===== src/rtl/ds1302_rtc_ctrl.sv =====
// Sequencer for a DS1302 single-byte read/write engine: clears write-protect,
// polls the seven timekeeping registers into a coherent snapshot, and performs host time sets.
module ds1302_rtc_ctrl #(
  parameter int unsigned sys_clk_freq   = 50_000_000,
  parameter int unsigned poll_ms        = 100,
  parameter int unsigned timeout_cycles = 20_000
) (
  input  logic       sclk,
  input  logic       rst,
  input  logic       set_trigger,
  input  logic [7:0] set_sec,
  input  logic [7:0] set_min,
  input  logic [7:0] set_hour,
  input  logic [7:0] set_date,
  input  logic [7:0] set_month,
  input  logic [7:0] set_week,
  input  logic [7:0] set_year,
  output logic [7:0] sec,
  output logic [7:0] min,
  output logic [7:0] hour,
  output logic [7:0] date,
  output logic [7:0] month,
  output logic [7:0] week,
  output logic [7:0] year,
  output logic       time_valid,
  output logic       set_done,
  output logic       err,
  output logic       busy,
  output logic [7:0] rw_addr,
  output logic [7:0] rw_wdata,
  output logic       rw_write_trigger,
  output logic       rw_read_trigger,
  input  logic [7:0] rw_read_byte,
  input  logic       rw_write_done,
  input  logic       rw_read_done
);

  localparam int unsigned poll_cycles = sys_clk_freq / 1000 * poll_ms;
  localparam int unsigned poll_w      = (poll_cycles > 1) ? $clog2(poll_cycles) : 1;
  localparam int unsigned wd_w        = $clog2(timeout_cycles + 1);

  typedef enum logic [2:0] {
    INIT_ISSUE, INIT_WAIT, IDLE, RD_ISSUE, RD_WAIT, WR_ISSUE, WR_WAIT
  } state_t;

  state_t            state_q, state_d;
  logic [2:0]        idx_q, idx_d;
  logic [wd_w-1:0]   wd_cnt_q;
  logic [poll_w-1:0] poll_cnt_q;
  logic              poll_pend_q, set_pend_q;
  logic [55:0]       set_hold_q, set_act_q;
  logic [7:0]        shadow [7];

  logic       poll_tick, wd_expired, is_issue, is_wait;
  logic       start_wr, start_rd, rd_capture, publish, wr_finish, timeout;
  logic [7:0] issue_addr, issue_data, wr_byte;
  logic [2:0] wr_sel;

  assign poll_tick  = (poll_cnt_q == poll_w'(poll_cycles - 1));
  assign wd_expired = (wd_cnt_q == wd_w'(timeout_cycles));
  assign is_issue   = (state_q == INIT_ISSUE) || (state_q == RD_ISSUE) || (state_q == WR_ISSUE);
  assign is_wait    = (state_q == INIT_WAIT) || (state_q == RD_WAIT) || (state_q == WR_WAIT);
  assign busy       = (state_q != IDLE);

  // NOTE: every signal driven here gets a default first, so no path leaves one unassigned and no latch is inferred.
  always_comb begin
    state_d    = state_q;
    idx_d      = idx_q;
    start_wr   = 1'b0;
    start_rd   = 1'b0;
    rd_capture = 1'b0;
    publish    = 1'b0;
    wr_finish  = 1'b0;
    timeout    = 1'b0;
    case (state_q)
      INIT_ISSUE: state_d = INIT_WAIT;
      INIT_WAIT: begin
        if (rw_write_done) begin
          state_d = IDLE;
        end else if (wd_expired) begin
          timeout = 1'b1;
          state_d = INIT_ISSUE;
        end
      end
      IDLE: begin
        if (set_pend_q) begin
          start_wr = 1'b1;
          idx_d    = 3'd0;
          state_d  = WR_ISSUE;
        end else if (poll_pend_q) begin
          start_rd = 1'b1;
          idx_d    = 3'd0;
          state_d  = RD_ISSUE;
        end
      end
      RD_ISSUE: state_d = RD_WAIT;
      RD_WAIT: begin
        if (rw_read_done) begin
          rd_capture = 1'b1;
          if (idx_q == 3'd6) begin
            publish = 1'b1;
            state_d = IDLE;
          end else begin
            idx_d   = idx_q + 3'd1;
            state_d = RD_ISSUE;
          end
        end else if (wd_expired) begin
          timeout = 1'b1;
          state_d = IDLE;
        end
      end
      WR_ISSUE: state_d = WR_WAIT;
      WR_WAIT: begin
        if (rw_write_done) begin
          if (idx_q == 3'd7) begin
            wr_finish = 1'b1;
            state_d   = IDLE;
          end else begin
            idx_d   = idx_q + 3'd1;
            state_d = WR_ISSUE;
          end
        end else if (wd_expired) begin
          timeout = 1'b1;
          state_d = IDLE;
        end
      end
      default: state_d = INIT_ISSUE;
    endcase
  end

  // Write step 0 clears write-protect; steps 1..7 walk 0x80..0x8C with CH forced low on sec.
  always_comb begin
    issue_addr = 8'h8E;
    issue_data = 8'h00;
    wr_sel     = idx_q - 3'd1;
    wr_byte    = set_act_q[{wr_sel, 3'b000} +: 8];
    case (state_q)
      RD_ISSUE: issue_addr = 8'h80 + {4'd0, idx_q, 1'b0};
      WR_ISSUE: begin
        if (idx_q != 3'd0) begin
          issue_addr = 8'h80 + {4'd0, wr_sel, 1'b0};
          issue_data = (wr_sel == 3'd0) ? {1'b0, wr_byte[6:0]} : wr_byte;
        end
      end
      default: ;
    endcase
  end

  // NOTE: sequential state uses non-blocking assignments so every register samples pre-edge values.
  always_ff @(posedge sclk) begin
    if (rst) begin
      state_q          <= INIT_ISSUE;
      idx_q            <= '0;
      wd_cnt_q         <= '0;
      poll_cnt_q       <= '0;
      poll_pend_q      <= 1'b0;
      set_pend_q       <= 1'b0;
      set_hold_q       <= '0;
      set_act_q        <= '0;
      rw_addr          <= 8'h8E;
      rw_wdata         <= 8'h00;
      rw_write_trigger <= 1'b0;
      rw_read_trigger  <= 1'b0;
      sec              <= 8'h00;
      min              <= 8'h00;
      hour             <= 8'h00;
      date             <= 8'h00;
      month            <= 8'h00;
      week             <= 8'h00;
      year             <= 8'h00;
      time_valid       <= 1'b0;
      set_done         <= 1'b0;
      err              <= 1'b0;
    end else begin
      state_q    <= state_d;
      idx_q      <= idx_d;
      poll_cnt_q <= poll_tick ? '0 : poll_cnt_q + poll_w'(1);

      // Pend flags drop when their sequence starts; a new request or a timeout re-arms them.
      if (poll_tick)                           poll_pend_q <= 1'b1;
      else if (start_rd)                       poll_pend_q <= 1'b0;
      else if (timeout && state_q == RD_WAIT)  poll_pend_q <= 1'b1;

      if (set_trigger)                         set_pend_q <= 1'b1;
      else if (start_wr)                       set_pend_q <= 1'b0;
      else if (timeout && state_q == WR_WAIT)  set_pend_q <= 1'b1;

      if (set_trigger)
        set_hold_q <= {set_year, set_week, set_month, set_date, set_hour, set_min, set_sec};
      if (start_wr)
        set_act_q <= set_hold_q;

      rw_write_trigger <= (state_q == INIT_ISSUE) || (state_q == WR_ISSUE);
      rw_read_trigger  <= (state_q == RD_ISSUE);
      if (is_issue) begin
        rw_addr  <= issue_addr;
        rw_wdata <= issue_data;
        wd_cnt_q <= '0;
      end else if (is_wait && !wd_expired) begin
        wd_cnt_q <= wd_cnt_q + wd_w'(1);
      end

      if (publish) begin
        sec   <= shadow[0];
        min   <= shadow[1];
        hour  <= shadow[2];
        date  <= shadow[3];
        month <= shadow[4];
        week  <= shadow[5];
        year  <= rw_read_byte;
      end
      time_valid <= publish;
      set_done   <= wr_finish;
      err        <= timeout;
    end
  end

  // NOTE: the shadow is not reset; each entry is rewritten before a complete sequence can publish it.
  always_ff @(posedge sclk) begin
    if (rd_capture)
      shadow[idx_q] <= rw_read_byte;
  end

endmodule


===== config.mk =====
export PLATFORM = sky130hd
export DESIGN_NAME = ds1302_rtc_ctrl
export DESIGN_NICKNAME = d
export VERILOG_FILES = /design/src/rtl/ds1302_rtc_ctrl.sv
export SDC_FILE = /design/constraint.sdc
export NUM_CORES = 1
export LEC_CHECK = 0
export ABC_CLOCK_PERIOD_IN_PS = 8250
export BUFFER_PORTS_ARGS = -buffer_cell sky130_fd_sc_hd__buf_4
export CORE_ASPECT_RATIO = 0.6
export CORE_MARGIN = 3
export CORE_UTILIZATION = 40
export DETAILED_ROUTE_END_ITERATION = 8
export GPL_TIMING_DRIVEN = 0
export PLACE_DENSITY_LB_ADDON = 0.2
export SETUP_SLACK_MARGIN = 0.5
export SLEW_MARGIN = 40
export SYNTH_ARGS = -nofsm -noshare
export SYNTH_HDL_FRONTEND = slang
export SYNTH_SLANG_ARGS = --single-unit

===== constraint.sdc =====
create_clock -name sclk -period 8.25 [get_ports sclk]
set_clock_uncertainty 0.2 [all_clocks]
set_input_delay 0.825 -clock sclk [delete_from_list [all_inputs] [get_ports sclk]]
set_output_delay 0.825 -clock sclk [all_outputs]
set_load 0.03 [all_outputs]

* Word-level counts from Yosys, hierarchy flattened *
Memory sizes are Yosys's and may differ from the RTL's. A register that Yosys moved wholly into a read port is not among the register bits.
Index checks and enable logic that the tools add are counted.
W data, S select, Z words.

storage, ports and cells
  register bits after elaboration = 187
  bits of input ports = 69
  latch bits = 0
  memory bits (writable) = 56
  output and inout port bits = 78
  ROM bits = 0
  memories kept = 1

cells by class
  multiplexer cells = 45
  $lt $le $gt $ge = 0
  bitwise gates (word level) = 2
  reductions and logical operators = 21
  divide/modulo/power cells = 0
  $mul = 0
  shifts and indexed selects = 1
  add/subtract/negate cells = 6
  equality and inequality tests = 17

memories
  name    depth  width  rd ports  clocked after Yosys merged registers in  write ports  line  source
  shadow  7      8      6         6                                        1            52    logic [7:0] shadow [7];

operators with widths
  operator                 number
  $shiftx A56 B7 Y8        1
  $mux W3                  14
  $mux W8                  4
  $add A23 B1 Y23 const B  1
  $eq A23 B23 Y1 const B   1
  $mux W1                  23
  $pmux W3 S7              1
  $add A8 B4 Y8 const A    2
  $pmux W8 S2              1
  $add A15 B1 Y15 const B  1
  $eq A15 B15 Y1 const B   1
  $eq A3 B3 Y1 const B     5
  $reduce_bool A3 Y1       4
  $pmux W3 S3              1
  $ne A2 B2 Y1 const B     4
  $eq A3 B2 Y1 const B     2
  $logic_not A3 Y1         2
  $ne A3 B3 Y1 const B     2
  $reduce_and A6 Y1        1
  $reduce_or A2 Y1         3
  $logic_or A1 B1 Y1       5
  $add A3 B1 Y3 const B    1
  $eq A3 B1 Y1 const B     1
  $logic_and A1 B1 Y1      3
  other kinds (7)          8

* Longest topological paths before layout *
  depth in word-level cells = 8
  gate-level depth with buffers = 10
  mapped depth without buffers = 6

* Worst setup path after synthesis *
OpenSTA, ideal clock, no wires.

  path kind = flip-flop to flip-flop
  from = register idx_q[0]
  to = register rw_wdata[3]
  setup time = 127 ps
  buffers on the path = 4
  data arrival time = 2273 ps
  stages on the path, launching flop included = 10
  path slack = 5651 ps
  required time = 7923 ps
  cell sequence = dfxtp_1 -> buf_2 -> inv_1 -> clkbuf_1 -> ha_1 -> buf_2 -> buf_2 -> mux4_2 -> o21ai_0 -> o21ai_0

between the ends
  cells in the longest elaborated chain, start to end = 5
  elaborated cells on any way between the ends = 6
  those cells by class = add/sub: 1; shift: 1; mux: 3; reduce/logical: 1

RTL lines
  what                    line  source
  start, declared         47    logic [2:0] idx_q, idx_d;
  start signal, assigned  176   idx_q <= idx_d;
  $sub A3 B1 Y3           135   wr_sel = idx_q - 3'd1;
  $shiftx A56 B7 Y8       136   wr_byte = set_act_q[{wr_sel, 3'b000} +: 8];
  $mux W8                 142   issue_data = (wr_sel == 3'd0) ? {1'b0, wr_byte[6:0]} : wr_byte;
  $mux W8 (*)             140   if (idx_q != 3'd0) begin
  $mux W8 (*)             137   case (state_q)
  end signal, assigned    197   rw_wdata <= issue_data;
  end, declared           30    output logic [7:0] rw_wdata,

Every way passes the cells marked *; elsewhere a longest branch is shown, timed or not.
A chain may end at the register's enable or synchronous reset.

* Worst setup path in the final report *
  from = register idx_q[0]
  to = register rw_wdata[5]

Same word-level chain as after synthesis.

==> reports/results.txt <==
Status: finished, final reports clean
Fill count: 2542
Drt first pass iters: 4
Syn Inst Count: 1149
Peak supply drop: 0.137 mV
Layout Cells excl Fill: 1699
Crit path kind: flip-flop to flip-flop
Syn Std Cell Area: 10900 sq um
Xor/xnor share of the synthesized area: 0.0120
Unrepaired setup endpoints after global routing: false
Largest net degree at the start of global routing: 16
Initial Util: 0.410
Fin crit share: 0.411
Worst Path Arrival: 3.60 ns
Crit-path cells: buf_2, inv_1, clkbuf_1, ha_1, buf_2, buf_2, mux4_2, o21ai_0, o21ai_0
Synth area leaders: dfxtp_1 (42%), edfxtp_1 (13%), nand2_1 (8.7%)
Pwr per Cell Area: 215 nW/um^2
Critical Path RT: 8.46 ns
Synthesized area per cell: 9.50 sq um
Worst rel slew slack: 0.439
Clock slew at reported path FFs: 0.07 ns
Setup TNS: 0 ns
Core outline area: 26600 sq um
CTS resizes: 0
Gpl congestion: 0.858
Yosys top cell by area: dfxtp_1
Num CTS Buffers: 26
TritonCTS Sinks: 278
Worst Setup Start Kind: flip-flop
First-pass GRT wire length: 45.8 mm
Total track usage: 0.198
Final Hold Fails: 0
Count leader, synth: nand2_1
Async SR Flop Fraction: 0
Final Max Tran Viols: 0
Vias: 8776
Fmax: 295 MHz
H-tree Lvls: 1
Die Ht: 134 microns
Final Setup Violations: 0
Initial detailed-routing violation count: 678
Clock buffer depth: 3
Worst Path Max Fanout: 12
Synth Area in Adders: 0.0103
Share of cells above drive strength 1: 0.178
Die width: 219 microns
Top-area cell type share of the netlist area: 0.422
Hold-fix buffer count after cts: 0
Worst Hold Class: flip-flop to flip-flop
CP max stage cell: dfxtp_1
Simple logic cell fraction of the synthesized area: 0.191
Port bufs: 139
Synthesized flop and latch total: 278
Row count: 46
Total die area: 29400 sq um
DP HPWL: 21.7 mm
Tmin final: 3.39 ns
Crit end category: flip-flop
N_diodes: 0
Io pins: 147
Sequential-to-total area share from yosys stat: 0.554
Synth cell count leaders: nand2_1 (252), dfxtp_1 (230), a21oi_1 (142), nor2_1 (80), mux2i_1 (67)
Root buffer cell: clkbuf_16
Post-synth EDFFs: 48
Cell mode on critical path: buf_2
Congestion Overflow GR: 0
Leakage: 4.95 nW
Via/cell ratio: 5.17
Placed cell count: 1651
Worst-Skew Late Latency: 0.55 ns
Postcts setup bufs: 0
Per-cell routed wire length: 17.4 microns
Final WL: 29.6 mm
Top_reg_cell synth: dfxtp_1
CTS tree: done
Residual DRC count: 0
Yosys warnings: 0
Slew @ Worst Pin: 0.839 ns
Max-Cap Viols: 0
Antenna violations before repair: 0
Vias in the first global route: 8212
Proportion of synthesized area in mux cells: 0.0790
Synth Area in Compound Gates: 0.113
Number of library cell types mapped by synthesis: 63
Nets: 1397
Slowest stage delay, CP: 0.51 ns
Area growth syn-to-layout: 22.2%
Largest family of logic cells by synthesized area: simple AND/OR/NAND/NOR gates
Detail Route Antenna Nets: 0
Total power: 2.87 mW
Delay-heaviest family, CP: buffers and inverters
Worst Path Buf+Inv: 5
[logic make-up (layout without fill, tap and decap cells)]
logic type | Yosys count | count (layout)
AND/OR/NAND/NOR | 454 | 454
buffers and inverters | 94 | 281
flip-flops | 278 | 278
AO/OA/AOI/OAI | 221 | 221
other | 2 | 5
adder cells (fa/ha/maj) | 9 | 9
XOR/XNOR | 15 | 15
multiplexers | 76 | 76
[worst reg2reg max path: cells and delay by family, from the launching register on]
family | cells | cell delay (ns)
buffers and inverters | 5 | 1.44
AOI/OAI and AO/OA | 2 | 0.30
adders and majority gates | 1 | 0.38
muxes | 1 | 0.42
DFF | 1 | 0.51
[registers in the layout, indices dropped and copies added (netlist names), 15 cells and up]
register    cells
set_act_q      56
set_hold_q     56
shadow         48
poll_cnt_q     23
wd_cnt_q       15
[layout make-up]
class                   instances  area (sq um)  area share
flip-flops and latches        278          6050       0.453
multi-input cells             780          4450       0.334
repair buffers                139          1040      0.0782
clock buffers                  39           749      0.0562
well taps                     360           450      0.0338
plain buffers                  81           393      0.0295
clock inverters                 9           156      0.0117
inverters                      13          48.8     0.00366
[through the flow]
stage | setup WS [ns] | instance area (sq um) | hold WS [ns] | utilization
2_1_floorplan | 5.65 | 10900 | 0.213 | -
3_3_place_gp | 4.92 | 12400 | 0.231 | 0.466
3_5_place_dp | 4.86 | 12400 | 0.237 | 0.467
4_1_cts | 4.83 | 13300 | 0.246 | 0.501
5_1_grt | 4.61 | 13300 | 0.275 | 0.501
6_report | 4.86 | 13300 | 0.246 | 0.501
[layout by cell type, fill, tap and decap left out, types with 5 or more instances in the layout]
| master | instances |
|---|---|
| buf_1 | 8 |
| nand2_1 | 252 |
| edfxtp_1 | 48 |
| o31ai_1 | 11 |
| nor3_1 | 8 |
| mux4_2 | 8 |
| nand3_1 | 22 |
| and3_1 | 12 |
| buf_2 | 18 |
| ha_1 | 9 |
| or3_1 | 12 |
| or4_1 | 9 |
| clkbuf_8 | 5 |
| o211ai_1 | 8 |
| nand3b_1 | 8 |
| o21ai_0 | 38 |
| nand4_1 | 9 |
| buf_4 | 152 |
| clkbuf_1 | 46 |
| a21oi_1 | 142 |
| xor2_1 | 11 |
| inv_1 | 13 |
| dfxtp_1 | 230 |
| mux2i_1 | 67 |
| clkbuf_16 | 26 |
| nand2b_1 | 9 |
| conb_1 | 5 |
| nor2_1 | 80 |
[path summary, 6_finish.rpt]
check	start	to	slack [ns]	depth (start not counted)
hold reg to reg	poll_cnt_q[0]	poll_cnt_q[0]	0.25	1
setup / recovery	idx_q[0]	rw_wdata[5]	4.86	9
setup reg to reg	idx_q[0]	rw_wdata[5]	4.86	9
hold / removal	poll_cnt_q[0]	poll_cnt_q[0]	0.25	1
[where the power goes]
group	switching [mW]	leakage, nW	internal (mW)
clock network	0.519	0.445	0.754
logic	0.109	2.21	0.0678
registers	0.0138	2.30	1.40
[metal layers]
metal  part of all wire  global-route usage  vias up
li1                   -                   -     4314
met1               0.52               0.313     4196
met2               0.41               0.275      243
met3              0.064              0.0437       23
met4              0.012              0.0367        0
met5                  0                   0        -
No activity file was read; power rests on OpenSTA's default activity.
